--- config.mk ---
export PLATFORM = sky130hd
export DESIGN_NAME = mem_port_ctrl
export DESIGN_NICKNAME = d
export VERILOG_FILES = /design/src/rtl/mem_port_pkg.sv /design/src/rtl/mem_port_timer.sv /design/src/rtl/mem_port_ctrl.sv
export SDC_FILE = /design/constraint.sdc
export NUM_CORES = 1
export LEC_CHECK = 0
export ABC_AREA = 1
export CAP_MARGIN = 25
export CORE_ASPECT_RATIO = 0.5
export CORE_MARGIN = 2
export CORE_UTILIZATION = 46
export CTS_CLUSTER_SIZE = 40
export DETAILED_ROUTE_END_ITERATION = 10
export PLACE_DENSITY_LB_ADDON = 0.1
export SYNTH_ARGS = -nofsm -noshare
export SYNTH_HDL_FRONTEND = slang
export SYNTH_HIERARCHICAL = 1
export SYNTH_SLANG_ARGS = --single-unit
--- constraint.sdc ---
create_clock -name clk -period 8.03 [get_ports clk]
set_input_delay 1.2045 -clock clk [delete_from_list [all_inputs] [get_ports clk]]
set_output_delay 1.2045 -clock clk [all_outputs]
set_load 0.01 [all_outputs]
--- src/rtl/mem_port_pkg.sv ---
`default_nettype none
// ============================================================================
// Module      : mem_port_pkg
// Description : Shared types and constants for the multi-cycle memory port
//               controller (state encoding, reset instruction, error causes).
// Revision    : 1.0 - initial release
// ============================================================================
package mem_port_pkg;

    typedef enum logic [1:0] {
        ST_IDLE   = 2'd0,
        ST_REQ    = 2'd1,
        ST_WAIT_R = 2'd2,
        ST_DONE   = 2'd3
    } mem_port_state_t;

    // Reset value of the instruction register: addi x0, x0, 0
    localparam logic [31:0] NOP_INSN = 32'h0000_0013;

    // Error cause codes, for debug visibility of why err pulsed
    localparam logic [1:0] ERR_NONE     = 2'd0;
    localparam logic [1:0] ERR_MISALIGN = 2'd1;
    localparam logic [1:0] ERR_CONFLICT = 2'd2;
    localparam logic [1:0] ERR_TIMEOUT  = 2'd3;

endpackage
`default_nettype wire

--- src/rtl/mem_port_timer.sv ---
`default_nettype none
// ============================================================================
// Module      : mem_port_timer
// Description : Clear/enable/expire counter bounding the time a bus access
//               may spend waiting on grant and read data.
//   clk      in  clock
//   reset    in  asynchronous active-high reset
//   clr_i    in  synchronous clear (has priority over enable)
//   en_i     in  count enable
//   expire_o out high in the enabled cycle in which the count reaches TIMEOUT
// Revision    : 1.0 - initial release
// ============================================================================
module mem_port_timer #(
    parameter int TIMEOUT = 64
) (
    input  logic clk,
    input  logic reset,
    input  logic clr_i,
    input  logic en_i,
    output logic expire_o
);

    localparam int CNT_W = $clog2(TIMEOUT + 1);

    logic [CNT_W-1:0] cnt_q;

    always_ff @(posedge clk or posedge reset) begin
        if (reset) begin
            cnt_q <= '0;
        end else if (clr_i) begin
            cnt_q <= '0;
        end else if (en_i) begin
            cnt_q <= cnt_q + CNT_W'(1);
        end
    end

    // The count held during an enabled cycle is the number of earlier waiting
    // cycles, so this cycle is the TIMEOUT-th one when it equals TIMEOUT-1.
    assign expire_o = en_i && (cnt_q == CNT_W'(TIMEOUT - 1));

endmodule
`default_nettype wire

--- src/rtl/mem_port_ctrl.sv ---
`default_nettype none
// ============================================================================
// Module      : mem_port_ctrl
// Description : Multi-cycle memory port controller. Turns the control unit's
//               MemRead/MemWrite/IorD/IRWrite strobes into a request/grant/
//               read-valid bus handshake, captures fetched words into IR or
//               MDR, and stalls the control FSM until the access completes.
//   clk, reset                     clock, asynchronous active-high reset
//   mem_read, mem_write            access strobes from the control unit
//   iord                           address select: 0 = pc, 1 = alu_out
//   ir_write                       read target: 1 = IR, 0 = MDR
//   pc, alu_out, store_data        address sources and store data
//   stall                          holds the control FSM while high
//   ir, mdr                        instruction / memory data registers
//   err                            one-cycle error pulse
//   bus_req/we/addr/wdata          bus request side
//   bus_gnt/rvalid/rdata           bus response side
// Revision    : 1.0 - initial release
// ============================================================================
module mem_port_ctrl
    import mem_port_pkg::*;
#(
    parameter int ADDR_W  = 32,
    parameter int DATA_W  = 32,
    parameter int TIMEOUT = 64
) (
    input  logic              clk,
    input  logic              reset,
    input  logic              mem_read,
    input  logic              mem_write,
    input  logic              iord,
    input  logic              ir_write,
    input  logic [ADDR_W-1:0] pc,
    input  logic [ADDR_W-1:0] alu_out,
    input  logic [DATA_W-1:0] store_data,
    output logic              stall,
    output logic [DATA_W-1:0] ir,
    output logic [DATA_W-1:0] mdr,
    output logic              err,
    output logic              bus_req,
    output logic              bus_we,
    output logic [ADDR_W-1:0] bus_addr,
    output logic [DATA_W-1:0] bus_wdata,
    input  logic              bus_gnt,
    input  logic              bus_rvalid,
    input  logic [DATA_W-1:0] bus_rdata
);

    localparam logic [ADDR_W-1:0] ALIGN_MASK = ADDR_W'(DATA_W / 8 - 1);

    mem_port_state_t   state_q, state_d;
    logic [ADDR_W-1:0] addr_q, addr_d;
    logic              we_q, we_d;
    logic [DATA_W-1:0] wdata_q, wdata_d;
    logic              tgt_ir_q, tgt_ir_d;
    logic [DATA_W-1:0] ir_q, ir_d;
    logic [DATA_W-1:0] mdr_q, mdr_d;
    logic              err_q, err_d;

    logic [ADDR_W-1:0] w_addr;
    logic              w_access;
    logic              w_conflict;
    logic              w_misalign;
    logic              w_legal;
    logic              w_waiting;
    logic              w_expire;

    assign w_addr     = iord ? alu_out : pc;
    assign w_access   = mem_read ^ mem_write;
    assign w_conflict = mem_read & mem_write;
    assign w_misalign = (w_addr & ALIGN_MASK) != '0;
    assign w_legal    = w_access & ~w_misalign;
    assign w_waiting  = (state_q == ST_REQ) || (state_q == ST_WAIT_R);

    mem_port_timer #(
        .TIMEOUT (TIMEOUT)
    ) u_timer (
        .clk      (clk),
        .reset    (reset),
        .clr_i    (state_q == ST_IDLE),
        .en_i     (w_waiting),
        .expire_o (w_expire)
    );

    always_comb begin
        state_d  = state_q;
        addr_d   = addr_q;
        we_d     = we_q;
        wdata_d  = wdata_q;
        tgt_ir_d = tgt_ir_q;
        ir_d     = ir_q;
        mdr_d    = mdr_q;
        err_d    = 1'b0;

        case (state_q)
            ST_IDLE: begin
                if (w_legal) begin
                    addr_d   = w_addr;
                    we_d     = mem_write;
                    wdata_d  = store_data;
                    tgt_ir_d = ir_write;
                    state_d  = ST_REQ;
                end else if (w_conflict || w_access) begin
                    // Rejected access (conflict or misaligned): no bus activity
                    err_d = 1'b1;
                end
            end
            ST_REQ: begin
                // Completing in the expiring cycle wins over the abort
                if (bus_gnt && (we_q || bus_rvalid)) begin
                    if (!we_q) begin
                        if (tgt_ir_q) ir_d  = bus_rdata;
                        else          mdr_d = bus_rdata;
                    end
                    state_d = ST_DONE;
                end else if (w_expire) begin
                    err_d   = 1'b1;
                    state_d = ST_DONE;
                end else if (bus_gnt) begin
                    state_d = ST_WAIT_R;
                end
            end
            ST_WAIT_R: begin
                if (bus_rvalid) begin
                    if (tgt_ir_q) ir_d  = bus_rdata;
                    else          mdr_d = bus_rdata;
                    state_d = ST_DONE;
                end else if (w_expire) begin
                    err_d   = 1'b1;
                    state_d = ST_DONE;
                end
            end
            ST_DONE: begin
                // One free cycle so the control FSM advances; strobes ignored
                state_d = ST_IDLE;
            end
            default: begin
                state_d = ST_IDLE;
            end
        endcase
    end

    always_ff @(posedge clk or posedge reset) begin
        if (reset) begin
            state_q  <= ST_IDLE;
            addr_q   <= '0;
            we_q     <= 1'b0;
            wdata_q  <= '0;
            tgt_ir_q <= 1'b0;
            ir_q     <= DATA_W'(NOP_INSN);
            mdr_q    <= '0;
            err_q    <= 1'b0;
        end else begin
            state_q  <= state_d;
            addr_q   <= addr_d;
            we_q     <= we_d;
            wdata_q  <= wdata_d;
            tgt_ir_q <= tgt_ir_d;
            ir_q     <= ir_d;
            mdr_q    <= mdr_d;
            err_q    <= err_d;
        end
    end

    // Combinational so the control FSM is frozen in the very cycle it asks
    assign stall     = ((state_q == ST_IDLE) && w_legal) || w_waiting;
    assign bus_req   = (state_q == ST_REQ);
    assign bus_we    = we_q;
    assign bus_addr  = addr_q;
    assign bus_wdata = wdata_q;
    assign ir        = ir_q;
    assign mdr       = mdr_q;
    assign err       = err_q;

endmodule
`default_nettype wire

Yosys cells after proc, flatten, opt, wreduce, memory -nomap -nowiden
Cells that the tools add are included.

Equal/unequal tests: 10. Add/sub/neg operators: 1. Reduce and logical (&&, ||, !) cells: 14. Bitwise gates (word level): 4. Mux-type cells: 26.

Operator list (count): two-way mux 32 bit (9); one-hot mux 32 bit (2 select lines) (2); nonzero test 32 bit (1); two-way mux 7 bit (2); two-way mux 2 bit (6); one-hot mux 2 bit (4 select lines) (1); adder 7 x 1 -> 7 bit, second input constant (1); equality test 7 x 6 -> 1 bit, second input constant (1); != test 2 bit, second input constant (3); two-way mux 1 bit (5); equality test 2 bit, second input constant (2); logical OR 1 bit (4); != test 4 x 1 -> 1 bit, second input constant (1); AND reduction 4 bit (1); nonzero test 2 bit (2); logical AND 1 bit (3); != test 3 x 2 -> 1 bit, second input constant (1); one-hot mux 1 bit (3 select lines) (1); AND reduction 3 bit (1); AND 1 bit (2); equality test 2 x 1 -> 1 bit, second input constant (1); zero test 2 bit (1); != test 2 x 1 -> 1 bit, second input constant (1); AND reduction 2 bit (1); 2 further kinds (2).

Register bits: 140. Output and inout port bits: 132.

Depth between registers and ports, before layout
Depth in word-level cells: 6. Mapped depth: 12. Depth with buffers taken out: 12.

By module
Netlist, hierarchy kept.

By module, submodules not included: mem_port_ctrl (cells each 618, instances 1, area each 5701.7 sq um); mem_port_timer (cells each 50, instances 1, area each 389.1 sq um).

Least setup slack after synthesis
OpenSTA, ideal clock, no wires.

Path kind: input port to output port. Start point: in mem_write. End point: out stall. Setup slack: 4.790 ns. Required time: 6.826 ns. Data arrival time: 2.035 ns. Stages: 6. Cells stage by stage: inv_1 -> ha_1 -> nand3_4 -> buf_6 -> buf_6 -> nand2_1.

Longest elaborated chain between the ends: 4.

Ends and longest elaborated chain: start: declaration (line mem_port_ctrl.sv:30) `input logic mem_write,`; XOR 1 bit (line mem_port_ctrl.sv:69) `assign w_access = mem_read ^ mem_write;`; AND 1 bit (line mem_port_ctrl.sv:72) `assign w_legal = w_access & ~w_misalign;`; logical AND 1 bit (line mem_port_ctrl.sv:166) `assign stall = ((state_q == ST_IDLE) && w_legal) || w_waiting;`; logical OR 1 bit (line mem_port_ctrl.sv:166); end: declaration (line mem_port_ctrl.sv:36) `output logic stall,`.

Every way passes these cells.

Final worst setup path
Start point: in iord. End point: out stall.

Longest elaborated chain between the ends: 6.

Ends and longest elaborated chain: start: declaration (line mem_port_ctrl.sv:31) `input logic iord,`; two-way mux 32 bit (line mem_port_ctrl.sv:68) `assign w_addr = iord ? alu_out : pc;`; nonzero test 32 bit (line mem_port_ctrl.sv:71) `assign w_misalign = (w_addr & ALIGN_MASK) != '0;`; NOT 1 bit (line mem_port_ctrl.sv:72); AND 1 bit (line mem_port_ctrl.sv:72); logical AND 1 bit (line mem_port_ctrl.sv:166); logical OR 1 bit (line mem_port_ctrl.sv:166).

Every way passes these cells.

==> Implementation_results.wiki <==
{| class="wikitable"
! Metric !! Value
|-
| Area share of the largest cell type after synthesis || 56.3%
|-
| Cell accounting for the most synthesized area || sky130_fd_sc_hd__dfrtp_1
|-
| Data required time of the critical path || 6.83 ns
|-
| Port-buffer cells || 267
|-
| Achievable frequency || 226 MHz
|-
| Buffers and inverters on the worst path || 3
|-
| Total chip power || 3.92 mW
|-
| Fraction of the yosys area taken by sequential cells || 57.6%
|-
| Horizontal die dimension || 167 µm
|-
| Growth of design area from synthesis to finish || 55.3%
|-
| Synth async-reset ratio || 100%
|-
| Most instantiated library cell after synthesis || sky130_fd_sc_hd__nand2_1
|-
| Worst relative slew slack || 34.3%
|-
| Overall Global Routing Usage || 25.8%
|-
| Via count of the first global-routing pass || 5688
|-
| Count of maximum capacitance violations || 0
|-
| Antenna-violating nets left || 0
|-
| Overall routed net length || 17900 µm
|-
| Number of placed instances, taps included || 1069
|-
| Syn_area_per_cell || 9.12 µm²
|-
| Worst hold path class || flop to flop
|-
| Number of vias per cell after detailed routing || 5.08
|-
| Number of setup violations in the final report || 0
|-
| PwrDens || 415 nW/µm²
|-
| Global-route wire length before repair || 28800 µm
|-
| Number of buffers inserted by hold repair at cts || 0
|-
| Count of boundary I/O pins || 268
|-
| Number of buffers created by CTS || 17
|-
| Largest clock skew in the final design || 0.00854 ns
|-
| Count of unique library cells instantiated by Yosys || 27
|-
| Cell at the slowest stage of the critical path || sky130_fd_sc_hd__buf_2
|-
| Outcome || completed
|-
| Effective utilization at floorplan || 47.6%
|-
| Layout cells sized above 1 || 6.54%
|-
| Instance count of the mapped netlist || 668
|-
| Top cell types by occurrence after synthesis || sky130_fd_sc_hd__nand2_1 (289), sky130_fd_sc_hd__dfrtp_1 (137), sky130_fd_sc_hd__nand3_1 (39), sky130_fd_sc_hd__nand4_1 (33), sky130_fd_sc_hd__mux2i_1 (30)
|-
| Count of final max-slew check failures || 0
|-
| Area inside the core boundary || 12800 µm²
|-
| Count of H-tree levels built during CTS || 4
|-
| Final hold vios || 0
|-
| Via total after detailed routing || 5602
|-
| Routability congestion estimate || 0.822
|-
| Crit path arrival time || 3.22 ns
|-
| DP HPWL || 12500 µm
|-
| Flops & latches, synth || 140
|-
| Element type at the critical path start || input port
|-
| Crit-path max cell delay || 0.68 ns
|-
| Antenna cells || 0
|-
| Synth area leaders || sky130_fd_sc_hd__dfrtp_1 (56%), sky130_fd_sc_hd__nand2_1 (18%), sky130_fd_sc_hd__mux2i_1 (4.9%)
|-
| Number of synthesized flops with an enable pin || 0
|-
| Most common flop cell mapped by yosys || sky130_fd_sc_hd__dfrtp_1
|-
| TritonCTS clock tree || done
|-
| Cell chosen for the clock root || sky130_fd_sc_hd__clkbuf_16
|-
| Area of the mapped netlist || 6090 µm²
|-
| Number of standard cells in the layout, taps in and fillers out || 1103
|-
| Crit path time final || 4.43 ns
|-
| Total number of yosys warnings || 6
|-
| Die outline area || 14200 µm²
|-
| Drt pass-1 iters || 4
|-
| Maximum fanout along the worst path || 96
|-
| First DRT Iteration DRCs || 484
|-
| Final routed wire length divided by cell count || 16.3 µm
|-
| Layout Nets || 1062
|-
| Category of the worst setup path capture point || output pin
|-
| Chip Height || 85.4 µm
|-
| Initial antenna violation count || 1
|-
| Site row count || 29
|-
| Clock sink count || 140
|-
| Post-route DRC violation count || 0
|-
| Portion of the clock cycle consumed by the worst path in the final layout || 55.1%
|-
| Number of buffers on the longest clock path || 2
|-
| Category of cells accounting for the largest share of critical-path delay || buffers and inverters
|-
| Pin count of the biggest net entering global routing || 99
|-
| Clk Latency, worst-skew pair || 0.41 ns
|-
| WS Path Type || input port to output pin
|-
| Post-Synthesis Net Count || 810
|-
| Setup repair after global routing missed its margin || false
|-
| Peak ir drop on the vdd network || 0.000235 V
|-
| Number of gates resized after CTS || 0
|-
| Critical path, cell by cell || buf_2 -> nand3_1 -> nand2_2 -> nand3_4 -> buf_16 -> nand2_1 -> clkdlybuf4s50_1
|-
| Fin Setup TNS || 0 ns
|-
| Clock transition at the registers of the reported paths || 0.06 ns
|-
| Slew at the pin closest to its max-slew limit || 0.983 ns
|-
| Leakage dissipation || 4.58 nW
|-
| Post-CTS setup repair buffer count || 0
|-
| Remaining Overflow, GRT || 0
|}
==> cells by family (layout without fill, tap and decap cells) <==
group	Yosys count	count (layout)	synth area share (%)
muxes	30	30	4.93
DFF	140	140	57.6
AOI/OAI and AO/OA	44	44	4.05
adders and majority gates	6	6	1.23
buffers and inverters	66	331	5.42
and+or+nand+nor	382	382	26.8
==> state kept, by name, summed over array words and instances (netlist names) <==
register / flops
tgt_ir_q: 1
state_q: 2
u_timer/cnt_q: 7
bus_addr: 32
err: 1
mdr: 32
bus_wdata: 32
ir: 32
bus_we: 1
==> worst reg2reg max path, stage by stage, from the launching register on <==
cell	delay, ns
sky130_fd_sc_hd__dfrtp_1	0.41
sky130_fd_sc_hd__inv_1	0.11
sky130_fd_sc_hd__ha_1	0.32
sky130_fd_sc_hd__inv_2	0.07
sky130_fd_sc_hd__a21oi_4	0.72
sky130_fd_sc_hd__nand4_2	0.91
sky130_fd_sc_hd__nand2_1	0.30
sky130_fd_sc_hd__nand2_1	0.08
==> cell type report <==
cell class	count	area [µm²]
flip-flops and latches	140	3510
well taps	170	213
inverters	26	103
repair buffers	273	2770
clock inverters	15	188
clock buffers	17	425
fillers	948	3350
multi-input cells	462	2250
==> report_power, final <==
| part | internal, mW | switching, mW | total, mW |
|---|---|---|---|
| Sequential | 1.05 | 0.216 | 1.27 |
| Clock | 0.495 | 0.315 | 0.810 |
| Combinational | 0.885 | 0.959 | 1.84 |
==> per-stage QoR <==
step	utilization, %	cell area (µm²)	setup slack [ns]	hold slack [ns]
global placement	68.4	8770	3.03	0.450
floorplan	-	6090	3.28	0.473
global route	73.9	9460	3.39	0.490
finish	73.9	9460	3.60	0.472
detailed placement	68.7	8790	3.01	0.456
CTS	73.4	9410	3.02	0.476
==> worst paths after layout <==
kind / startpoint / end / slack [ns] / depth (start not counted)
setup / recovery: iord / stall / 3.60 / 7
max in group asynchronous: reset / ir[0] / 5.81 / 4
setup reg to reg: state_q[0] / mdr[18] / 5.01 / 7
hold / removal: bus_addr[1] / bus_addr[1] / 0.47 / 2
min in group asynchronous: reset / u_timer/cnt_q[2] / 1.18 / 2
hold reg to reg: bus_addr[1] / bus_addr[1] / 0.47 / 2
==> layout by cell type, fill, tap and decap left out, drive strengths merged <==
cell	instances
a21o	1
a21oi	7
buf	7
bufinv	3
clkbuf	17
clkdlybuf4s50	266
clkinv	5
clkinvlp	2
dfrtp	137
dfstp	3
ha	6
inv	31
mux2i	30
nand2	293
nand3	40
nand3b	1
nand4	35
nor2	13
o21ai	36
==> layer usage <==
metal | part of all wire (%) | up-vias | track usage, %
met5 | 0.072 | - | 0
li1 | - | 2666 | -
met3 | 9.5 | 29 | 9.98
met2 | 48 | 240 | 43.3
met1 | 40 | 2665 | 30.9
met4 | 2.1 | 2 | 8.93
Power figures use the tool's default switching activity.
